==> src/rtl/tick_period_meter.sv <==
// Measures the clock interval between tick_in events and reports it as a divider value
// (D means one event every D+1 clocks). It also flags a stable rate (locked) and a stalled stream (timeout).
module tick_period_meter #(
  parameter int divider_bits = 8,
  parameter int lock_count   = 4,
  parameter int tolerance    = 0
) (
  input  logic                    clk,
  input  logic                    resetn,
  input  logic                    tick_in,
  output logic [divider_bits-1:0] period,
  output logic                    period_valid,
  output logic                    locked,
  output logic                    timeout
);

  localparam int streak_bits = $clog2(lock_count + 1);

  localparam logic [1:0] st_idle      = 2'd0;
  localparam logic [1:0] st_measuring = 2'd1;
  localparam logic [1:0] st_locked    = 2'd2;

  localparam logic [divider_bits-1:0] cnt_max  = {divider_bits{1'b1}};
  localparam logic [streak_bits-1:0]  lock_thr = streak_bits'(lock_count);
  localparam logic [divider_bits:0]   tol_w    = (divider_bits + 1)'(tolerance);

  logic [1:0]              state_reg;
  logic [divider_bits-1:0] cnt_reg;
  logic [divider_bits-1:0] period_reg;
  logic [streak_bits-1:0]  streak_reg;
  logic                    valid_reg;
  logic                    locked_reg;
  logic                    timeout_reg;

  logic [divider_bits:0]   cnt_ext;
  logic [divider_bits:0]   prev_ext;
  logic [divider_bits:0]   diff;
  logic [streak_bits-1:0]  streak_next;
  logic                    lock_next;

  // Compare the new interval against the previous one; streak_reg==0 marks the
  // first measurement after leaving IDLE, which has no reference to compare with.
  always_comb begin
    cnt_ext     = {1'b0, cnt_reg};
    prev_ext    = {1'b0, period_reg};
    diff        = (cnt_ext >= prev_ext) ? (cnt_ext - prev_ext) : (prev_ext - cnt_ext);
    streak_next = streak_bits'(1);
    if (streak_reg != '0 && diff <= tol_w) begin
      streak_next = (streak_reg >= lock_thr) ? lock_thr : streak_reg + streak_bits'(1);
    end
    lock_next = (streak_next >= lock_thr);
  end

  always_ff @(posedge clk) begin
    if (!resetn) begin
      state_reg   <= st_idle;
      cnt_reg     <= '0;
      period_reg  <= '0;
      streak_reg  <= '0;
      valid_reg   <= 1'b0;
      locked_reg  <= 1'b0;
      timeout_reg <= 1'b0;
    end else begin
      valid_reg <= 1'b0;
      if (state_reg == st_idle) begin
        cnt_reg <= '0;
        if (tick_in) begin
          state_reg   <= st_measuring;
          timeout_reg <= 1'b0;
          streak_reg  <= '0;
        end
      end else if (tick_in) begin
        cnt_reg    <= '0;
        period_reg <= cnt_reg;
        valid_reg  <= 1'b1;
        streak_reg <= streak_next;
        locked_reg <= lock_next;
        state_reg  <= lock_next ? st_locked : st_measuring;
      end else if (cnt_reg == cnt_max) begin
        // Counter is about to wrap: the stream has stalled, so drop the reference.
        state_reg   <= st_idle;
        cnt_reg     <= '0;
        streak_reg  <= '0;
        locked_reg  <= 1'b0;
        timeout_reg <= 1'b1;
      end else begin
        cnt_reg <= cnt_reg + divider_bits'(1);
      end
    end
  end

  assign period       = period_reg;
  assign period_valid = valid_reg;
  assign locked       = locked_reg;
  assign timeout      = timeout_reg;

endmodule

==> config.mk <==
export PLATFORM = sky130hd
export DESIGN_NAME = tick_period_meter
export DESIGN_NICKNAME = d
export VERILOG_FILES = /design/src/rtl/tick_period_meter.sv
export SDC_FILE = /design/constraint.sdc
export NUM_CORES = 1
export LEC_CHECK = 0
export CORE_MARGIN = 4
export CORE_UTILIZATION = 45
export CTS_BUF_LIST = sky130_fd_sc_hd__clkbuf_2
export CTS_CLUSTER_DIAMETER = 100
export DETAILED_ROUTE_END_ITERATION = 8
export PLACE_DENSITY = 0.73
export SLEW_MARGIN = 20
export SYNTH_ARGS = -nofsm -noshare
export SYNTH_HDL_FRONTEND = slang
export SYNTH_SLANG_ARGS = --single-unit
==> constraint.sdc <==
create_clock -name clk -period 3.4 [get_ports clk]
set_clock_uncertainty 0.15 [all_clocks]
set_input_delay 0.68 -clock clk [delete_from_list [all_inputs] [get_ports clk]]
set_output_delay 0.68 -clock clk [all_outputs]
set_load 0.005 [all_outputs]
# ---- After elaboration in Yosys (flattened, before gate mapping)
# Index checks and enable logic that the tools add are counted.
dict set report word_totals {
  output_inout_bits 11
  reg_bits 24
  input_bits 3
  elab_cells 49
}
dict set report op_classes {
  n_eq_ne 3
  magnitude_cmp 4
  bitwise 2
  mux 19
  n_reduce_logical 10
  add_sub_neg 4
}
# op n
set ops {}
lappend ops {{3-bit two-way mux} 6}
lappend ops {{8-bit by 8-bit subtractor with 9-bit output} 2}
lappend ops {{2-bit two-way mux} 5}
lappend ops {{9-bit by 1-bit <= comparator with 1-bit output (second input constant)} 1}
lappend ops {{9-bit two-way mux} 1}
lappend ops {{8-bit by 1-bit adder with 8-bit output (second input constant)} 1}
lappend ops {{8-bit == test (second input constant)} 1}
lappend ops {{8-bit >= comparator} 1}
lappend ops {{1-bit two-way mux} 7}
lappend ops {{3-bit >= comparator (second input constant)} 2}
lappend ops {{2-bit AND reduction} 3}
lappend ops {{4-bit OR reduction} 1}
lappend ops {{3-bit by 1-bit adder with 3-bit output (second input constant)} 1}
lappend ops {{3-bit AND reduction} 1}
lappend ops {{3-bit nonzero test} 1}
lappend ops {{2-bit logical NOT} 1}
lappend ops {{2-bit by 1-bit != test with 1-bit output (second input constant)} 1}
lappend ops {{2-bit != test (second input constant)} 1}
lappend ops {{1-bit inverter} 2}
lappend ops {{2-bit nonzero test} 1}
lappend ops {{2-bit OR reduction} 1}
lappend ops {{1-bit logical AND} 1}

# ---- Depth between registers and ports, before layout
dict set report logic_depth {
  ltp_word 9
  depth_mapped 9
  mapped_depth_nobuf 8
}

# ---- Least setup slack after synthesis
# Ideal clock, no wire load.
dict set report synth_path {
  kind {reg2reg}
  from {register period_reg[1] (netlist: period[1])}
  to {register state_reg[0]}
  stages_incl_launch_ff 9
  setup_ns 0.120
  synth_period_minus_slack_ns 2.287
  t_arrival_ns 2.017
  path_slack_ns 1.113
  path_cell_list {dfxtp_1 -> inv_1 -> ha_1 -> nor2b_4 -> or3_1 -> a21oi_1 -> nand4_1 -> o32a_2 -> o31a_1}
}
dict set report synth_between {
  elab_chain_len 9
  elab_cells_between_ends 11
}
# item line
set synth_lines {}
lappend synth_lines {{from (decl)} 29} ;# logic [divider_bits-1:0] period_reg;
lappend synth_lines {{from (signal assigned)} 74} ;# period_reg <= cnt_reg;
lappend synth_lines {{8-bit by 8-bit subtractor with 9-bit output or 8-bit >= comparator (tied branches)} 46} ;# diff = (cnt_ext >= prev_ext) ? (cnt_ext - prev_ext) : (prev_ext - cnt_ext);
lappend synth_lines {{9-bit two-way mux *} 46}
lappend synth_lines {{9-bit by 1-bit <= comparator with 1-bit output *} 48} ;# if (streak_reg != '0 && diff <= tol_w) begin
lappend synth_lines {{1-bit logical AND *} 48}
lappend synth_lines {{3-bit two-way mux *} 48}
lappend synth_lines {{3-bit >= comparator *} 51} ;# lock_next = (streak_next >= lock_thr);
lappend synth_lines {{2-bit two-way mux *} 78} ;# state_reg <= lock_next ? st_locked : st_measuring;
lappend synth_lines {{2-bit two-way mux *} 72} ;# end else if (tick_in) begin
lappend synth_lines {{2-bit two-way mux *} 65} ;# if (state_reg == st_idle) begin
lappend synth_lines {{to (signal assigned)} 68} ;# state_reg <= st_measuring;
lappend synth_lines {{to (signal assigned)} 78}
lappend synth_lines {{to (signal assigned)} 81} ;# state_reg <= st_idle;
lappend synth_lines {{to (decl)} 27} ;# logic [1:0] state_reg;
# Every way passes the cells marked *; elsewhere a longest branch is shown, timed or not.
# A chain may end at the register's enable or synchronous reset.

# ---- Worst setup path in the final report
# Ends and elaborated chain as after synthesis.

==> summary by stage <==
Flow run
The count of maximum capacitance violations is 0.

Synthesis
In this run the cell area of the synthesized design comes to between 1500 and 2000 sq um. The synthesized area divided by synthesized cell count is between 8 and 9 sq um. The synthesized netlist net count is 225. The register bit count reported by yosys is 24.

The number of cells produced by synthesis is slightly above 200. The primary flip-flop cell chosen by synthesis mapping is sky130_fd_sc_hd__dfxtp_1. The number of enable-type register cells in the synthesized netlist is 0.

The synthesized design spends more area on one cell type than any other, namely sky130_fd_sc_hd__dfxtp_1. After synthesis, the share of flip-flops with an asynchronous set or reset is 0%. In the post-synthesis netlist, the biggest area contributors are sky130_fd_sc_hd__dfxtp_1 (29%), sky130_fd_sc_hd__ha_1 (14%), sky130_fd_sc_hd__nand2_1 (5.2%), sky130_fd_sc_hd__inv_1 (4.5%), sky130_fd_sc_hd__xnor2_1 (3.7%). The area share of the leading cell type in the synthesized netlist is between 20 and 30%. After synthesis, the netlist uses 46 different library cells. For this run, the number of Yosys warnings is 0.

The sequential-to-total area share from yosys stat is ~29%.

Clocking
The cell sitting at the root of the clock tree is a sky130_fd_sc_hd__clkbuf_2. Once the clock tree was built, the resizer swapped 0 gates to a different size. In this run, post-CTS hold repair placed 0 buffers. The source-to-sink clock delay at the later pin of the worst-skew pair is about 320 ps. The total CTS buffers is 3. The longest clock path from root to sink contains 2 buffers.

The TritonCTS clock tree is done. The clock-pin slew on the worst setup and hold paths is 200 ps. The number of setup buffers added after CTS is 0. The H-tree depth is 1. The total clock sinks is 24.

Power
The static power due to leakage is 0.699 nW. Overall power consumption after layout is estimated at ~0.42 mW. The power density normalized to cell area is 231 nW/um^2. The worst-case IR drop observed on VDD is between 0.0002 and 0.0003 V.

Floorplanning
In this run the vertical extent of the chip is roughly 69 um. The top-level port count is 14. The starting density of the core is 48.2%.

The floorplan die width is 68.7 um. The total area inside the core boundary comes to between 3000 and 4000 sq um. The overall die area is 4720 sq um. The number of rows in the core area is 21.

Drt
After the first detailed-routing iteration, the DRC count stood at 85. The vias per cell is about 5.3. The number of design rule violations left after detail routing is 0.

The remaining antenna violation count is 0. In the final routed layout, each cell accounts on average for around 12 um. The number of iterations in the first detailed-routing pass is 4. The total number of vias is about 1,400. The total wire length after detailed routing is ~3200 um.

Hold path
The worst hold path belongs to the class reg -> reg. The beginning of the worst hold path is locked.

STA
The time the worst path needs with I/O delays and setup is approximately 2500 ps. For the final routed database, the setup TNS stands at 0 ps. Setup repair after global routing left no endpoint under its margin. The share of the clock period used by the worst path after layout is 72.5%. At the pin with the least slew margin, the transition time is 690 ps.

The final count of hold timing violations is 0. The count of endpoints failing setup in the final report is 0. The headroom to the max-slew limit is 53.9%. The final count of pins violating max slew was 0. Timing would allow up to 406 MHz.

Layout
The layout has 341 filler cells. The share of cells above drive strength 1 is under 10%. The number of antenna diodes in the final layout is 0. For this run, the number of standard cells in the final layout without fillers is around 260.

Relative to the synthesized area, the layout overhead comes to 10.0%. The count of nets after finishing is about 240. The finished cells cover between 1500 and 2000 sq um.

GRT
The wire length of the first global-routing pass is roughly 5600 um. The initial antenna violation count came to 0. The global-route usage over all layers is between 10% and 20%. The residual overflow from global routing is 0. The maximum number of pins on one net before global-route repair is 15.

The via count of the first global-routing pass is about 1,300.

Critical path
The worst reg-to-reg path cell count is 8. The worst-path maximum fanout is 6. On the critical path, the stage with the largest delay is an instance of sky130_fd_sc_hd__dfxtp_1. The critical path starts at period[1].

In this design, the stage delay of the slowest critical-path cell is about 420 ps. At the worst endpoint, the arrival time is about 2600 ps. The worst setup path is of the reg -> reg kind. The worst setup path is launched from a flip-flop. The critical path goes through inv_1, ha_1, nor2b_4, o2111a_2, nor4b_1, o2111ai_1, o32a_2, o31a_1.

Data on the critical path is required at its endpoint by between 3000 and 4000 ps. The origin of the critical flop-to-flop path is period[1]. For flop-to-flop paths, the worst setup slack is around 930 ps. In this run the worst setup path terminates at state_reg[0]. In this run the critical register-to-register path is captured at state_reg[0]. The worst setup path is captured at a flip-flop.

Placed design
Once detailed placement completed, the half-perimeter wirelength came to approximately 2600 um. In this run the cell area measured after placement is between 1500 and 2000 sq um. The count of port buffers added during placement is 13. Including well taps, the total number of placed cells is roughly 260.

The weighted congestion at the end of routability-driven global placement is 0.831.

Run status
The run finished with clean final reports.
==> cell usage in the layout, fill, tap and decap left out, types with 4 or more instances in the layout <==
cell and n:
sky130_fd_sc_hd__nand3_1 9, sky130_fd_sc_hd__a21boi_0 8, sky130_fd_sc_hd__o21ai_0 4, sky130_fd_sc_hd__inv_1 20
sky130_fd_sc_hd__and2_1 6, sky130_fd_sc_hd__ha_1 19, sky130_fd_sc_hd__xnor2_1 7, sky130_fd_sc_hd__clkdlybuf4s50_1 13
sky130_fd_sc_hd__dfxtp_1 24, sky130_fd_sc_hd__nand2_1 23, sky130_fd_sc_hd__nor2_1 14, sky130_fd_sc_hd__a21oi_1 7
sky130_fd_sc_hd__xor2_1 4, sky130_fd_sc_hd__o21ai_1 6
==> cells by family (layout without fill, tap and decap cells) <==
kind of cell             Yosys count  count (layout)  share of synthesized area [%]
AND/OR/NAND/NOR                   76              76                           23.7
multiplexers                       2               2                           1.21
adder cells (fa/ha/maj)           19              19                           14.3
XOR/XNOR                          11              11                           5.81
AO/OA/AOI/OAI                     44              44                           18.8
flip-flops                        24              24                           29.0
buffers and inverters             27              37                           7.17
==> worst max-delay path, delay by kind of cell, from the launching register on <==
family	cells	cell delay (ps)
compound gates	4	930
fa+ha+maj	1	350
buf+inv	1	60
flops	1	420
simple gates	2	470
==> power breakdown <==
part           internal, mW  switching, mW  total [mW]
Clock                0.0241         0.0751      0.0992
Sequential            0.284        0.00246       0.287
Combinational        0.0155         0.0194      0.0350
Total                 0.324         0.0970       0.421
==> how the worst min path moves through the flow <==
| stage | to | slack [ps] | cells past startpoint |
|---|---|---|---|
| 4_1_cts | locked | 340 | 2 |
| 5_1_grt | locked | 360 | 2 |
| 2_1_floorplan | state_reg[1] | 300 | 2 |
| 3_5_place_dp | locked | 320 | 2 |
| 6_report | locked | 330 | 2 |
| 3_3_place_gp | locked | 310 | 2 |
==> synthesized netlist by cell type (all sizes together), types with 2 or more instances <==
cell type and n:
nand2 23, buf 4, nand4 3, a21oi 8
or3 2, and2 7, xnor2 7, nor2b 5
nor3 4, inv 20, dfxtp 24, o21a 2
xor2 4, nand2b 3, ha 19, a21o 3
clkbuf 3, o21ai 10, nor2 14, and3 2
a21boi 8, nand3 9, mux2i 2
==> cell type report <==
class / instances / area [sq um] / share of cell area (%)
repair buffers: 14 / 138 / 7.54
flip-flops and latches: 24 / 480 / 26.3
inverters: 20 / 75.1 / 4.12
clock buffers: 3 / 15.0 / 0.823
well taps: 46 / 57.6 / 3.16
multi-input cells: 152 / 1060 / 58.0
==> metrics by stage <==
step                hold slack [ps]  util, %  setup slack, ps
CTS                             338     53.0              935
global placement                309     52.6              868
global route                    357     53.0              759
detailed placement              318     52.6              835
floorplan                       301        -             1110
finish                          333     53.0              935
==> per-layer routing <==
metal / global-route usage (%) / routed length, um / up-vias
met5: 0 / 0 / -
met4: 5.60 / 36 / 0
met3: 1.78 / 60 / 5
met2: 24.6 / 1500 / 16
met1: 20.5 / 1590 / 649
li1: - / - / 715
Note: power is estimated with default switching activity, not from simulation.
==> edit (same settings) <==
Add an input register stage for `tick_in`, without a reset; this delays it by one clock.
--- a/src/rtl/tick_period_meter.sv
+++ b/src/rtl/tick_period_meter.sv
@@ -23,6 +23,12 @@
   localparam logic [divider_bits-1:0] cnt_max  = {divider_bits{1'b1}};
   localparam logic [streak_bits-1:0]  lock_thr = streak_bits'(lock_count);
   localparam logic [divider_bits:0]   tol_w    = (divider_bits + 1)'(tolerance);
+
+  logic tick_q;
+
+  always_ff @(posedge clk) begin
+    tick_q <= tick_in;
+  end
 
   logic [1:0]              state_reg;
   logic [divider_bits-1:0] cnt_reg;
@@ -64,12 +70,12 @@
       valid_reg <= 1'b0;
       if (state_reg == st_idle) begin
         cnt_reg <= '0;
-        if (tick_in) begin
+        if (tick_q) begin
           state_reg   <= st_measuring;
           timeout_reg <= 1'b0;
           streak_reg  <= '0;
         end
-      end else if (tick_in) begin
+      end else if (tick_q) begin
         cnt_reg    <= '0;
         period_reg <= cnt_reg;
         valid_reg  <= 1'b1;
Check against the original RTL: not equivalent (a bounded check fails within 4 cycles, from zero or initial values and one cycle with resetn low).
==> edit against the original RTL <==
Largest cell class unchanged; sequential cell count rose by 1; final area rose by 1.8%; routed wire length is 4.0% higher; synthesized cell count up 0.49%; utilization rose by 0.54 points; synthesized area is 1.2% higher; worst setup slack better by 0.0055 ns; cell count increased by 1.2%; total power grew 8.1%; count of clock-buffer cells in the layout did not move; sequential power up 5%.
==> edit: results (changes against the original RTL) <==
status: "completed"  # unchanged
critPathMaxFanout: 6  # unchanged
hold_class: "flop to flop"  # unchanged
grt_pass1_wl_mm: 5.754  # was 5.575 mm
port_buffers: 13  # unchanged
synth_cell_type_count: 46  # unchanged
cts_root_buffer: "clkbuf_2"  # unchanged
avgViaCountPerCell: 5.183  # was 5.347
grt_max_degree: 15  # unchanged
slowest_stage: "dfxtp_1"  # unchanged
clk_pin_slew_ns: 0.24  # was 0.20 ns
final_nets: 239  # was 237
clkLatencyLatePin_ns: 0.36  # was 0.32 ns
synth_nets: 226  # was 225
gp_congestion: 0.9333  # was 0.8308
hpwl_mm: 2.608  # was 2.577 mm
peakVddDrop_mv: 0.2118  # was 0.2603 mV
yosys_warnings: 0  # unchanged
async_flop_share: 0  # unchanged
critical_path_arrival_ns: 2.60  # was 2.56 ns
cts_resized: 0  # unchanged
dr.pass1.iters: 4  # unchanged
cellLeakagePower_nw: 0.7161  # was 0.6990 nW
ys_top_cells_by_count: "dfxtp_1, nand2_1, inv_1"  # unchanged
yosys-top-cells-area: "dfxtp_1, ha_1, nand2_1, inv_1, xnor2_1"  # unchanged
grt_pass1_vias: 1254  # was 1329
antenna_cells: 0  # unchanged
htree_num_levels: 1  # unchanged
slowest_delay_ns: 0.43
crit_family: "compound AO/OA/AOI/OAI gates"  # unchanged
grt_use_total: 0.1435  # was 0.1514
ys_seq_area_frac: 0.2983  # was 0.2898
wl_per_cell_um: 12.65  # was 12.31 µm
dr.first_iter.drc_count: 47  # was 85
drive_gt1_frac: 0.06019  # was 0.05164
cts_buffers: 3  # unchanged
clk_path_buf_depth: 2  # unchanged
antenna_found_initial: 0  # unchanged
maxSlewHeadroom: 0.5130  # was 0.5387
-- edit: changes by cell type after synthesis, sizes merged --
cell and delta:
dfxtp +1
-- edit: metal layers --
metal  global-route usage  wire, µm  up-vias
met5                    0         0        -
met4              0.05640        68        0
met3              0.01744       100        7
met2               0.2203      1436       25
met1               0.2026      1708      606
li1                     -         -      720
-- edit: through the flow --
stage               worst slack, ns  hold slack, ns  area [µm²]  cells
floorplan                     1.113          0.3012        1678    204
global placement             0.9695          0.3191        1837    258
detailed placement           0.9639          0.3099        1837    258
CTS                          0.9564          0.3452        1857    262
global route                 0.8128          0.3926        1857    262
finish                       0.9404          0.3512        1857    262
-- edit: kinds of logic after synthesis --
| kind of cell | Yosys count | synth area share |
|---|---|---|
| mux | 2 | 0.01193 |
| flops | 25 | 0.2983 |
| xor+xnor | 11 | 0.05742 |
| buf+inv | 27 | 0.07084 |
| simple gates | 76 | 0.2342 |
| fa+ha+maj | 19 | 0.1417 |
| compound gates | 44 | 0.1857 |
-- edit: power breakdown --
group	switching [mW]	internal [mW]	total, mW
sequential	0.00334	0.297	0.300
clock	0.0933	0.0267	0.120
combinational	0.0188	0.0161	0.0349
-- edit: final cells by class --
cell class,count,area (µm²)
clock buffers,3,15.01
clock inverters,1,5.005
fillers,349,1612
inverters,20,75.07
multi-input cells,152,1059
flip-flops and latches,25,500.5
well taps,46,57.56
repair buffers,15,145.1
-- edit: final timing paths --
check             slack [ns]  cells past startpoint  startpoint           end
setup / recovery        0.94                      8   period[1]  state_reg[0]
hold / removal          0.35                      2      locked        locked
setup reg to reg        0.94                      8   period[1]  state_reg[0]
hold reg to reg         0.35                      2      locked        locked
